### src/rtl/pixel_stream_ctrl.sv
// pixel_stream_ctrl: streams one frame of pixels from the image RAM to the GPIO pins.
// Reads go out in linear address order. Each read waits out the RAM latency.
// Each pixel is then held on the pins until the consumer acks it.
module pixel_stream_ctrl #(
  parameter int IMG_W   = 400,
  parameter int IMG_H   = 400,
  parameter int ADDR_W  = 18,
  parameter int DATA_W  = 8,
  parameter int MEM_LAT = 1
) (
  input  logic              clk,
  input  logic              rst,
  input  logic              start,
  input  logic              abort,
  input  logic [DATA_W-1:0] mem_rdata,
  output logic              mem_rd,
  output logic [ADDR_W-1:0] mem_addr,
  output logic [DATA_W-1:0] gpio_data,
  output logic              gpio_valid,
  input  logic              gpio_ack,
  output logic              busy,
  output logic              done,
  output logic [ADDR_W-1:0] pix_count
);

  localparam int NPIX = IMG_W * IMG_H;
  localparam logic [ADDR_W-1:0] LAST_ADDR = ADDR_W'(NPIX - 1);
  localparam int LAT_W = (MEM_LAT > 1) ? $clog2(MEM_LAT) : 1;
  localparam logic [LAT_W-1:0] LAT_LAST = LAT_W'(MEM_LAT - 1);

  typedef enum logic [2:0] {
    S_IDLE,
    S_FETCH,
    S_WAIT,
    S_PRESENT,
    S_DONE
  } state_t;

  state_t            state, state_nxt;
  logic [ADDR_W-1:0] addr_cnt, addr_cnt_nxt;
  logic [LAT_W-1:0]  lat_cnt;
  logic              launch;  // start accepted in IDLE
  logic              take;    // presented pixel acked and not aborted

  // State register.
  // NOTE: sequential state uses non-blocking (<=) so every flop samples pre-edge values.
  always_ff @(posedge clk) begin
    if (rst) state <= S_IDLE;
    else     state <= state_nxt;
  end

  // Next-state, next address and handshake decode; abort wins over every other event.
  // NOTE: every variable gets a default first so no path leaves it unassigned (no latch).
  always_comb begin
    state_nxt    = state;
    addr_cnt_nxt = addr_cnt;
    launch       = 1'b0;
    take         = 1'b0;
    unique case (state)
      S_IDLE: begin
        addr_cnt_nxt = '0;
        if (start && !abort) begin
          state_nxt = S_FETCH;
          launch    = 1'b1;
        end
      end
      S_FETCH: begin
        state_nxt = abort ? S_IDLE : S_WAIT;
      end
      S_WAIT: begin
        if (abort)                    state_nxt = S_IDLE;
        else if (lat_cnt == LAT_LAST) state_nxt = S_PRESENT;
      end
      S_PRESENT: begin
        if (abort) begin
          state_nxt = S_IDLE;
        end else if (gpio_ack) begin
          take = 1'b1;
          if (addr_cnt == LAST_ADDR) begin
            state_nxt = S_DONE;
          end else begin
            addr_cnt_nxt = addr_cnt + 1'b1;
            state_nxt    = S_FETCH;
          end
        end
      end
      S_DONE: begin
        state_nxt = S_IDLE;
      end
      default: begin
        state_nxt = S_IDLE;
      end
    endcase
  end

  // Registered outputs and counters, all derived from the state being entered.
  always_ff @(posedge clk) begin
    if (rst) begin
      addr_cnt   <= '0;
      lat_cnt    <= '0;
      mem_rd     <= 1'b0;
      mem_addr   <= '0;
      gpio_data  <= '0;
      gpio_valid <= 1'b0;
      busy       <= 1'b0;
      done       <= 1'b0;
      pix_count  <= '0;
    end else begin
      addr_cnt <= addr_cnt_nxt;
      lat_cnt  <= (state == S_WAIT && state_nxt == S_WAIT) ? lat_cnt + 1'b1 : '0;

      mem_rd <= (state_nxt == S_FETCH);
      if (state_nxt == S_FETCH) mem_addr <= addr_cnt_nxt;

      // Capture RAM data on the last WAIT edge, hold it through PRESENT, zero it otherwise.
      gpio_valid <= (state_nxt == S_PRESENT);
      if (state_nxt != S_PRESENT) gpio_data <= '0;
      else if (state == S_WAIT)   gpio_data <= mem_rdata;

      busy <= (state_nxt != S_IDLE);
      done <= (state_nxt == S_DONE);

      if (launch)    pix_count <= '0;
      else if (take) pix_count <= pix_count + 1'b1;
    end
  end

endmodule
### config.mk
export PLATFORM = sky130hd
export DESIGN_NAME = pixel_stream_ctrl
export DESIGN_NICKNAME = d
export VERILOG_FILES = /design/src/rtl/pixel_stream_ctrl.sv
export SDC_FILE = /design/constraint.sdc
export NUM_CORES = 1
export LEC_CHECK = 0
export CORE_MARGIN = 4
export CORE_UTILIZATION = 48
export CTS_BUF_LIST = sky130_fd_sc_hd__clkbuf_4 sky130_fd_sc_hd__clkbuf_8
export DETAILED_ROUTE_END_ITERATION = 10
export GPL_TIMING_DRIVEN = 0
export PLACE_DENSITY_LB_ADDON = 0.08
export SLEW_MARGIN = 20
export SYNTH_ARGS = -nofsm -noshare
export SYNTH_HDL_FRONTEND = slang
export SYNTH_SLANG_ARGS = --single-unit
### constraint.sdc
create_clock -name clk -period 2.12 [get_ports clk]
set_input_delay 0.424 -clock clk [delete_from_list [all_inputs] [get_ports clk]]
set_output_delay 0.424 -clock clk [all_outputs]
set_load 0.03 [all_outputs]
# Word level (Yosys, flattened, before mapping)
# Index checks and enable logic that the tools add are counted.
totals:
  ff_bits: 70
  input_bits: 13
op_classes:
  addsub: 3
  eq_ne: 9
  n_mux: 17
  bitwise_logic: 1
  reduce_logical: 8
op_table:
  columns: ["operator", "n"]
  rows:
  - ["18-bit two-way mux", 3]
  - ["18-bit by 1-bit adder with 18-bit output (second input constant)", 2]
  - ["18-bit case mux with 2 select lines", 1]
  - ["18-bit == test (second input constant)", 1]
  - ["3-bit two-way mux", 6]
  - ["3-bit by 2-bit == test with 1-bit output (second input constant)", 4]
  - ["3-bit case mux with 4 select lines", 1]
  - ["3-bit by 1-bit == test with 1-bit output (second input constant)", 2]
  - ["2-bit OR reduction", 3]
  - ["1-bit two-way mux", 5]
  - ["3-bit == test (second input constant)", 1]
  - ["3-bit logical NOT", 1]
  - ["3-bit by 2-bit != test with 1-bit output (second input constant)", 1]
  - ["3-bit nonzero test", 1]
  - ["1-bit logical AND", 2]
  - ["2-bit two-way mux", 1]
  - ["1-bit adder (second input constant)", 1]
  - ["1-bit logical NOT", 1]
  - ["1-bit inverter", 1]

# Longest topological paths before layout
logic_depth:
  ltp_word: 9
  mapped_depth: 8
  ltp_nobuf: 6

# Least setup slack after synthesis
# Ideal clock, no wire load.
synth_path:
  kind: "register to register"
  startpoint: "register pix_count[3]"
  endpoint: "register pix_count[11]"
  setup_ns: 0.070
  t_arrival_ns: 1.907
  setup_slack_ns: 0.143
  path_stages_with_launch: 6
  n_path_buf: 1
  period_less_slack_ns: 1.977
  path_cell_list: "dfxtp_1 nand4_1 or4b_4 buf_6 or3_1 a21oi_1"
synth_between:
  elab_chain_cells: 1
synth_lines:
  columns: ["element", "line", "rtl"]
  rows:
  - ["start, declared", "23", "output logic [ADDR_W-1:0] pix_count"]
  - ["start signal, assigned", "124", "else if (take) pix_count <= pix_count + 1'b1;"]
  - ["18-bit by 1-bit adder with 18-bit output", "124", null]
# Every way passes these cells.
# A chain may end at the register's enable or synchronous reset.

# Worst setup path after layout
layout_path:
  startpoint: "register addr_cnt[1]"
  endpoint: "register mem_addr[17]"
layout_between:
  elab_chain_cells: 6
layout_lines:
  columns: ["element", "line", "rtl"]
  rows:
  - ["start, declared", "40", "logic [ADDR_W-1:0] addr_cnt, addr_cnt_nxt;"]
  - ["start signal, assigned", "109", "addr_cnt <= addr_cnt_nxt;"]
  - ["branches (longest 6 deep; another with 18-bit by 1-bit adder with 18-bit output)", null, null]
  - ["end signal, assigned", "113", "if (state_nxt == S_FETCH) mem_addr <= addr_cnt_nxt;"]
  - ["end, declared", "17", "output logic [ADDR_W-1:0] mem_addr,"]
# Parallel ways; which one is timed is not known.

==> impl_results.md <==
* Outcome: finished, final reports clean
* # DRC at 0
* H-tree lvl count at 3
* Core Area at 6350 um2
* Post-synth EDFFs at 0
* Worst-Margin Slew at just over 0.5 ns
* Fin worst setup slack at 0.0733 ns
* DP HPWL at roughly 5300 um
* Vias in the first global route at approximately 2600
* Largest net degree at the start of global routing at 11
* CTS clock-pin slew for the worst setup and hold paths at 0.06 ns
* # rows at 29
* Ant diodes at 0
* First-pass GRT wire length at 12300 um
* Critical Path Fanout Max at 5
* Routed WL at 7510 um
* Average wire per standard cell at 14.6 um
* Post-synthesis average cell area at 8.84 um2
* Routed Antenna Nets at 0
* Clk root buf: clkbuf_8
* Cells after synthesis at 354
* Clk_skew at around 0.0056 ns
* DRT iter0 DRCs at 90
* Fin. Hold Viols at 0
* Total number of vias at 2792
* Maximum vdd drop at 0.548 mV
* Synth top area share at between 40% and 50%
* Tot Pwr at 2.61 mW
* # IOs at roughly 60
* Share of cells above drive strength 1 at 17.4%
* Layout net count at 447
* Mapped Nets at about 370
* Design Area, Final at 4190 um2
* Die area at between 7000 and 8000 um2
* Synth area leaders: dfxtp_1 (45%), a21oi_1 (5.8%), nand2_1 (4.6%)
* Max-slew violations at 0
* Worst hold-check path type: reg -> reg
* Syn. warnings at 0
* Post-synth design cell area at 3130 um2
* Tmin final at slightly above 2 ns
* Startpoint types: flop
* Synth async-reset ratio at 0%
* Pwr dens at about 620 nW/um2
* Die Y at 88.7 um
* CTS Buf Count at 9
* Synth cell types at 52
* I/O Buffers at 59
* Post-synthesis sequential area ratio at 44.8%
* Final Setup Violations at 0
* Crit path kind: reg -> reg
* Max-slew headroom at 66.1%
* GRT Total Usage at 20.1%
* Drt first pass iters at 4
* Setup TNS at 0 ns
* Fillers at between 500 and 600
* #FFs+latches synth at 70
* Starting Density at between 40% and 50%
* DIE WIDTH at 88.7 um
* Clock buffer depth at 2
* CP arrival at 2.28 ns
* Post-synth top flop: dfxtp_1
* Crit end category: flop
* Max Freq at 489 MHz
* Placement Cell Area at between 3000 and 4000 um2
* Worst-Skew Late Latency at 0.34 ns
* Leakage at about 1.4 nW
* Clock Sinks at 70
* GPL Wtd Cong at 0.806
* Vias per std cell at 5.43
* Post-Route Utilization at 66.0%
* GRT overflow at 0
* Pre-CTS WS at -0.387 ns
* Initial antenna violation count at 0
* Area grow syn2layout at 33.9%
* Fin crit share at 96.5%
* Largest area contributor in the netlist: dfxtp_1
* Required time worst endpoint at approximately 2.4 ns
* Max-cap violations at 0
* CTS tree: built
-- state kept, by name (all words and copies together) (netlist names), 3 cells and up --
signal     cells
pix_count     18
mem_addr      18
addr_cnt      18
gpio_data      8
state          3
-- power breakdown --
| group | switching (mW) | internal, mW | total [mW] | leakage [nW] |
|---|---|---|---|---|
| Combinational | 0.135 | 0.0985 | 0.234 | 0.709 |
| Sequential | 0.0145 | 1.34 | 1.35 | 0.568 |
| Clock | 0.452 | 0.575 | 1.03 | 0.105 |
-- per-layer routing --
layer	vias to the layer above	part of all wire, %	GRT usage (%)	wire (um)
met5	-	0	0	0
met4	0	2.0	10.3	152
met3	13	4.2	4.84	314
met2	61	48	32.0	3620
met1	1290	46	25.2	3430
li1	1428	-	-	-
-- through the flow --
stage                     std cells  hold slack (ns)
after global placement          490            0.442
after CTS                       508            0.460
final                           514            0.455
after global routing            514            0.474
after floorplan                 354            0.474
after detailed placement        490            0.450
-- worst paths after layout --
path / slack [ns] / depth (start not counted) / end / from
max: 0.07 / 7 / mem_addr[17] / addr_cnt[1]
min: 0.45 / 2 / gpio_data[7] / gpio_data[7]
max reg2reg: 0.07 / 7 / mem_addr[17] / addr_cnt[1]
min reg2reg: 0.45 / 2 / gpio_data[7] / gpio_data[7]
-- placed cells by master, fill, tap and decap left out, types with 3 or more instances in the layout --
master	Yosys	final
a211oi_1	16	11
a211oi_2	1	6
a21oi_1	36	31
a21oi_2	1	6
a31oi_1	3	3
and3_1	3	3
buf_4	3	10
buf_6	2	3
clkbuf_1	11	7
clkbuf_4	0	7
clkbuf_8	0	12
clkdlybuf4s50_1	0	58
dfxtp_1	70	68
inv_1	11	11
mux2_2	7	7
nand2_1	38	37
nand3_1	11	11
nand4_1	13	13
nor2_1	35	35
nor2b_1	3	3
nor3_1	8	6
nor3_2	1	3
nor4_1	7	7
o211ai_1	4	4
o21ai_0	5	4
or3_1	9	8
xnor2_1	10	10
xor2_1	4	4
-- critical path, stage by stage (launching register included) --
cell and delay (ns):
dfxtp_1 0.37, ha_1 0.20, and4_2 0.29, nand3_1 0.14, or3_4 0.40, buf_6 0.15, nand2_4 0.07, mux2_1 0.31
-- cell families (layout without fill, tap and decap cells) --
group	Yosys count	in the layout	synth area share, %
muxes	8	8	2.88
adders and majority gates	2	2	0.800
other	1	1	0.120
xor gates and xnor gates	14	14	3.92
DFF	70	70	44.8
and+or+nand+nor	145	145	25.7
AOI/OAI and AO/OA	82	82	17.0
buffers and inverters	32	115	4.84
-- synth_stat cells (3+ instances only) --
master     n
inv_1     11
o211ai_1   4
o21ai_0    5
nor4_1     7
a211oi_1  16
nand2_1   38
and3_1     3
dfxtp_1   70
or3_1      9
buf_4      3
xnor2_1   10
nor2_1    35
nand4_1   13
a21oi_1   36
mux2_2     7
nand3_1   11
xor2_1     4
nor2b_1    3
a31oi_1    3
nor3_1     8
buf_2      4
clkbuf_1  11
and4_1     3
-- final cells by class --
class | count | area, um2 | area share, %
plain buffers | 19 | 116 | 2.78
clock buffers | 16 | 195 | 4.66
inverters | 11 | 41.3 | 0.985
multi-input cells | 252 | 1660 | 39.6
flip-flops and latches | 70 | 1400 | 33.5
well taps | 77 | 96.3 | 2.30
repair buffers | 69 | 678 | 16.2
-- repair_timing --
| item | in CTS | in global routing |
|---|---|---|
| resized for setup | 4 | 33 |
| buffers inserted | 2 | 7 |
| pin swaps | 2 | 9 |
| cloned | 0 | 1 |
| hold buffers | 0 | 0 |
| setup endpoints to repair | 9 | 39 |
No activity file was read; power rests on OpenSTA's default activity.
